## src/rtl/mem_access_pkg.sv

```systemverilog
// Shared encodings, FSM state type and alignment check for the load/store sequencer.
package mem_access_pkg;

  localparam int unsigned DATA_W = 32;

  localparam logic [1:0] SZ_BYTE = 2'b00;
  localparam logic [1:0] SZ_HALF = 2'b01;
  localparam logic [1:0] SZ_WORD = 2'b10;

  typedef enum logic [2:0] {
    IDLE,
    RD,
    WR,
    RMW_WR,
    RESP
  } state_t;

  // Reserved size is reported through the same error path as misalignment.
  function automatic logic misaligned(input logic [1:0] size, input logic [1:0] lsb);
    case (size)
      SZ_BYTE: misaligned = 1'b0;
      SZ_HALF: misaligned = lsb[0];
      SZ_WORD: misaligned = (lsb != 2'b00);
      default: misaligned = 1'b1;
    endcase
  endfunction

endpackage

```

## src/rtl/mem_lane_fmt.sv

```systemverilog
// Load lane extract/extend and sub-word store merge on a 32-bit SRAM word.
module mem_lane_fmt
  import mem_access_pkg::*;
(
  input  logic [1:0]        size,
  input  logic              is_signed,
  input  logic [1:0]        lane,
  input  logic [DATA_W-1:0] rword,
  input  logic [15:0]       wdata,
  output logic [DATA_W-1:0] load_data_c,
  output logic [DATA_W-1:0] merge_data_c
);

  logic [7:0]  byte_v;
  logic [15:0] half_v;

  always_comb begin
    byte_v       = rword[{lane, 3'b000} +: 8];
    half_v       = rword[{lane[1], 4'b0000} +: 16];
    load_data_c  = rword;
    merge_data_c = rword;
    case (size)
      SZ_BYTE: begin
        load_data_c = {{24{is_signed & byte_v[7]}}, byte_v};
        merge_data_c[{lane, 3'b000} +: 8] = wdata[7:0];
      end
      SZ_HALF: begin
        load_data_c = {{16{is_signed & half_v[15]}}, half_v};
        merge_data_c[{lane[1], 4'b0000} +: 16] = wdata;
      end
      default: ;
    endcase
  end

endmodule

```

## src/rtl/mem_access_ctrl.sv

```systemverilog
// Byte/half/word load-store sequencer in front of a word-only SRAM, with RMW for sub-word stores.
module mem_access_ctrl #(
  parameter int unsigned READ_WAIT = 1,
  parameter int unsigned ADDR_W    = 32
) (
  input  logic              clk,
  input  logic              rst,
  input  logic              req_valid,
  output logic              req_ready,
  input  logic              req_we,
  input  logic [1:0]        req_size,
  input  logic              req_signed,
  input  logic [ADDR_W-1:0] req_addr,
  input  logic [31:0]       req_wdata,
  output logic              rsp_valid,
  output logic              rsp_err,
  output logic [31:0]       rsp_rdata,
  output logic              sram_cs,
  output logic              sram_oe,
  output logic              sram_we,
  output logic [ADDR_W-1:0] sram_addr,
  output logic [31:0]       sram_din,
  input  logic [31:0]       sram_dout
);
  import mem_access_pkg::*;

  localparam int unsigned CNT_W = $clog2(READ_WAIT + 1);
  localparam logic [CNT_W-1:0] CNT_LAST = CNT_W'(READ_WAIT - 1);

  state_t           state;
  logic [CNT_W-1:0] cnt;
  logic [1:0]       lane_q;
  logic [1:0]       size_q;
  logic             signed_q;
  logic [15:0]      wdata_q;
  logic             rmw_q;
  logic [31:0]      load_data_c;
  logic [31:0]      merge_data_c;

  // Formatting works directly on sram_dout so the response/merge word is registered on the capture edge.
  mem_lane_fmt u_fmt (
    .size         (size_q),
    .is_signed    (signed_q),
    .lane         (lane_q),
    .rword        (sram_dout),
    .wdata        (wdata_q),
    .load_data_c  (load_data_c),
    .merge_data_c (merge_data_c)
  );

  // Outputs are set on the edge that enters each state, so strobes never overlap.
  always_ff @(posedge clk) begin
    if (rst) begin
      state     <= IDLE;
      cnt       <= '0;
      lane_q    <= '0;
      size_q    <= '0;
      signed_q  <= 1'b0;
      wdata_q   <= '0;
      rmw_q     <= 1'b0;
      req_ready <= 1'b1;
      rsp_valid <= 1'b0;
      rsp_err   <= 1'b0;
      rsp_rdata <= '0;
      sram_cs   <= 1'b0;
      sram_oe   <= 1'b0;
      sram_we   <= 1'b0;
      sram_addr <= '0;
      sram_din  <= '0;
    end else begin
      rsp_valid <= 1'b0;
      rsp_err   <= 1'b0;
      case (state)
        IDLE: begin
          if (req_valid) begin
            lane_q    <= req_addr[1:0];
            size_q    <= req_size;
            signed_q  <= req_signed;
            wdata_q   <= req_wdata[15:0];
            rmw_q     <= 1'b0;
            cnt       <= '0;
            req_ready <= 1'b0;
            if (misaligned(req_size, req_addr[1:0])) begin
              state     <= RESP;
              rsp_valid <= 1'b1;
              rsp_err   <= 1'b1;
              rsp_rdata <= '0;
            end else begin
              sram_addr <= {req_addr[ADDR_W-1:2], 2'b00};
              sram_cs   <= 1'b1;
              if (req_we && (req_size == SZ_WORD)) begin
                state    <= WR;
                sram_we  <= 1'b1;
                sram_din <= req_wdata;
              end else begin
                state   <= RD;
                sram_oe <= 1'b1;
                rmw_q   <= req_we;
              end
            end
          end
        end
        RD: begin
          if (cnt == CNT_LAST) begin
            sram_oe <= 1'b0;
            if (rmw_q) begin
              state    <= RMW_WR;
              sram_we  <= 1'b1;
              sram_din <= merge_data_c;
            end else begin
              state     <= RESP;
              sram_cs   <= 1'b0;
              rsp_valid <= 1'b1;
              rsp_rdata <= load_data_c;
            end
          end else begin
            cnt <= cnt + CNT_W'(1);
          end
        end
        WR, RMW_WR: begin
          state     <= RESP;
          sram_cs   <= 1'b0;
          sram_we   <= 1'b0;
          rsp_valid <= 1'b1;
          rsp_rdata <= '0;
        end
        RESP: begin
          state     <= IDLE;
          req_ready <= 1'b1;
        end
        default: state <= IDLE;
      endcase
    end
  end

endmodule

```

## config.mk

```make
export PLATFORM = sky130hd
export DESIGN_NAME = mem_access_ctrl
export DESIGN_NICKNAME = d
export VERILOG_FILES = /design/src/rtl/mem_access_pkg.sv /design/src/rtl/mem_lane_fmt.sv /design/src/rtl/mem_access_ctrl.sv
export SDC_FILE = /design/constraint.sdc
export NUM_CORES = 1
export LEC_CHECK = 0
export BUFFER_PORTS_ARGS = -buffer_cell sky130_fd_sc_hd__buf_2
export CORE_MARGIN = 3
export CORE_UTILIZATION = 52
export DETAILED_ROUTE_END_ITERATION = 7
export PLACE_DENSITY = 0.8
export SETUP_SLACK_MARGIN = 0.2
export SLEW_MARGIN = 20
export SYNTH_ARGS = -nofsm -noshare
export SYNTH_HDL_FRONTEND = slang
export SYNTH_HIERARCHICAL = 1
export SYNTH_SLANG_ARGS = --single-unit
```

## constraint.sdc

```tcl
create_clock -name clk -period 3.5 [get_ports clk]
set_clock_uncertainty 0.1 [all_clocks]
set_input_delay 0.175 -clock clk [delete_from_list [all_inputs] [get_ports clk]]
set_output_delay 0.175 -clock clk [all_outputs]
set_load 0.005 [all_outputs]
```

==> qor.csv <==
metric;value;unit
crit-reg2reg-capture;rsp_rdata[27]$_SDFFE_PP0P_;
worst_setup_path_startpoint;size_q[0]$_SDFFE_PP0P_;
mostFrequentLayoutCells;201 x sky130_fd_sc_hd__buf_2, 189 x sky130_fd_sc_hd__nand2_1, 125 x sky130_fd_sc_hd__dfxtp_1;
wl;22.7;mm
number_of_inserted_diodes;0;
synth_sequential_area_ratio;0.361;
fillerInstances;1005;
routed_via_density;5.84;
area.sequential;2500;um2
dp_hpwl;14.9;mm
setup_tns;0;ps
post-route-drc-count;0;
timing.hold.worst.start;req_wdata[24];
clock_sink_count;125;
cts-root-to-sink-buffers;2;
setup.worst_path.class;reg -> reg;
area_added_between_synthesis_and_finish;29.7;%
clock_tree_from_tritoncts;yes;
synth.area.top_cells;sky130_fd_sc_hd__dfxtp_1 36%, sky130_fd_sc_hd__mux2i_1 10%, sky130_fd_sc_hd__nand2_1 10%;
core_region_area;12800;um2
critical_path.endpoint;rsp_rdata[27]$_SDFFE_PP0P_;
grt.total_usage;0.302;
placed_area;7890;um2
post_cts_hold_buffer_count;53;
io_pins;205;
cell_type_contributing_the_most_total_cell_area_after_synthesis;sky130_fd_sc_hd__dfxtp_1;
maxCapViolations;0;
clock_insertion_delay_at_the_later_pin_of_the_skew_report;420;ps
grt_pass1_wl;35.1;mm
leading_cell_type_in_the_layout_fill_and_taps_excluded;sky130_fd_sc_hd__buf_2;
die_area;14800;um2
count_of_cell_types_in_the_netlist;51;
worst_hold_path_class;in -> reg;
power.density_cell_area;461;nW/um2
fp.dieW;122;um
worst_slew_margin_rel;0.304;
ir_drop;341;uV
timing.critical_path.required;3650;ps
worstPathArrival;2770;ps
postCtsResizedCells;0;
vertical_die_dimension;122;um
power_leakage;3.88;nW
synthDominantCellAreaShare;0.361;
netlist_area;6940;um2
post_cts_buffers;0;
grt_setup_unrepaired;false;
fmaxAchievable;382;MHz
setup.reg_to_reg.worst_slack;880;ps
multiInputGateArea;3990;um2
ys_seq_elements;125;
root_buffer;sky130_fd_sc_hd__clkbuf_16;
first_global_vias;6719;
syn_inst;834;
r2r-start;size_q[0]$_SDFFE_PP0P_;
instances_no_fill;1232;
gp_routability_congestion;0.971;
synthFlopType;sky130_fd_sc_hd__dfxtp_1;
timing_hold_violations_final;0;
layout.cell_area.non_filler;9000;um2
tightestPinTransition;1040;ps
grt_start_max_net_pins;73;
drive_above_1_share;0.269;
cts.htree.levels;4;
layout_min_cycle_time;2620;ps
ant_nets;0;
critical_path_peak_fanout;28;
report.final.slew_viol_count;0;
drt_first_pass_iters;5;
dr_total_vias;7195;
floorplan.initialDensity;0.541;
globalRoute.totalOverflow;0;
placed_cells_incl_taps;1148;
syn-mean-instance-area;8.32;um2
synth_edf_count;0;
outcome;finished, final reports clean;
rr_worst_depth;6;
hold_ws;27.5;ps
cts.reportedPaths.clkPinSlew;60;ps
worst_setup_start_kind;register;
finish.net_count;1156;
routedWlPerCell;18.4;um
final.period_utilization;0.747;
endpoint_kind;register;
final-setup-viol-count;0;
standard_cell_rows;41;
yosysWarnings;6;
antenna_found_initial;1;
placement.io_buffers;202;
drtIter0Drc;959;
power;4.15;mW
tritoncts.num_buffers;17;
synthArstFlopShare;0;
==> how the worst min path moves through the flow <==
stage | end | slack (ps) | depth (start not counted)
5_1_grt | sram_din[28]$_SDFFE_PP0P_ | 40 | 3
6_report | sram_din[24]$_SDFFE_PP0P_ | 30 | 3
3_3_place_gp | sram_addr[17]$_SDFFE_PP0P_ | 320 | 3
2_1_floorplan | signed_q$_SDFFE_PP0P_ | 210 | 2
4_1_cts | sram_din[28]$_SDFFE_PP0P_ | 10 | 3
3_5_place_dp | sram_addr[16]$_SDFFE_PP0P_ | 320 | 3
==> synthesized netlist by cell type, types with 3 or more instances <==
cell type,n
sky130_fd_sc_hd__o211ai_1,8
sky130_fd_sc_hd__a22oi_1,7
sky130_fd_sc_hd__nor3b_1,9
sky130_fd_sc_hd__o21ai_0,18
sky130_fd_sc_hd__a211oi_2,28
sky130_fd_sc_hd__nor2_1,44
sky130_fd_sc_hd__nor3_1,10
sky130_fd_sc_hd__buf_2,18
sky130_fd_sc_hd__nor2b_1,20
sky130_fd_sc_hd__a2bb2oi_1,8
sky130_fd_sc_hd__mux2i_1,72
sky130_fd_sc_hd__o21bai_1,3
sky130_fd_sc_hd__ha_1,5
sky130_fd_sc_hd__a22o_1,15
sky130_fd_sc_hd__a211oi_1,4
sky130_fd_sc_hd__a221o_1,32
sky130_fd_sc_hd__nand2b_1,35
sky130_fd_sc_hd__nand3b_1,9
sky130_fd_sc_hd__a21oi_1,74
sky130_fd_sc_hd__nand3_1,4
sky130_fd_sc_hd__buf_6,10
sky130_fd_sc_hd__nand2_1,189
sky130_fd_sc_hd__clkbuf_1,36
sky130_fd_sc_hd__buf_4,10
sky130_fd_sc_hd__dfxtp_1,125
sky130_fd_sc_hd__a21o_1,3
sky130_fd_sc_hd__inv_1,13
==> per-layer routing <==
layer	routed length (um)	track usage	vias to the layer above
met5	13	0	-
met4	902	0.144	2
met3	2250	0.0611	79
met2	10400	0.469	447
li1	-	-	3353
met1	9070	0.403	3314
==> area by class of cell <==
type / count / share of cell area
Inverter: 14 / 0.00584
Tap cell: 172 / 0.0239
Clock inverter: 9 / 0.0125
Sequential cell: 125 / 0.278
Timing Repair Buffer: 269 / 0.185
Multi-Input combinational cell: 621 / 0.443
Clock buffer: 22 / 0.0516
==> state kept, by name (all words and copies together), names as in the netlist <==
signal / count
rsp_rdata: 32
sram_we: 1
sram_addr: 30
rsp_valid: 1
signed_q: 1
req_ready: 1
sram_din: 32
size_q: 2
lane_q: 2
sram_oe: 1
sram_cs: 1
rmw_q: 1
wdata_q: 16
state: 3
rsp_err: 1
==> through the flow <==
stage                     worst slack, ps  utilization
after floorplan                       990            -
after global placement               1030        0.615
after detailed placement              987        0.615
after CTS                             926        0.702
after global routing                  697        0.702
final                                 884        0.702
==> critical path, cell delays in order (launching register included) <==
cell                        delay [ps]
sky130_fd_sc_hd__dfxtp_1           880
sky130_fd_sc_hd__or3b_1            420
sky130_fd_sc_hd__o2bb2ai_4         120
sky130_fd_sc_hd__o21ai_2           570
sky130_fd_sc_hd__nand2_1           140
sky130_fd_sc_hd__nand2_1           130
sky130_fd_sc_hd__mux2i_1            90
==> logic make-up after synthesis <==
| kind of cell | Yosys count | synth area share |
|---|---|---|
| AND/OR/NAND/NOR | 332 | 0.223 |
| AO/OA/AOI/OAI | 209 | 0.234 |
| flip-flops | 125 | 0.361 |
| buffers and inverters | 89 | 0.0676 |
| multiplexers | 73 | 0.106 |
| adder cells (fa/ha/maj) | 5 | 0.00902 |
| other | 1 | 0.000541 |
==> report_power, final <==
group          internal (mW)  switching (mW)
registers               1.49          0.0807
logic                  0.375           0.477
clock network           1.08           0.645
Power figures use the tool's default switching activity.
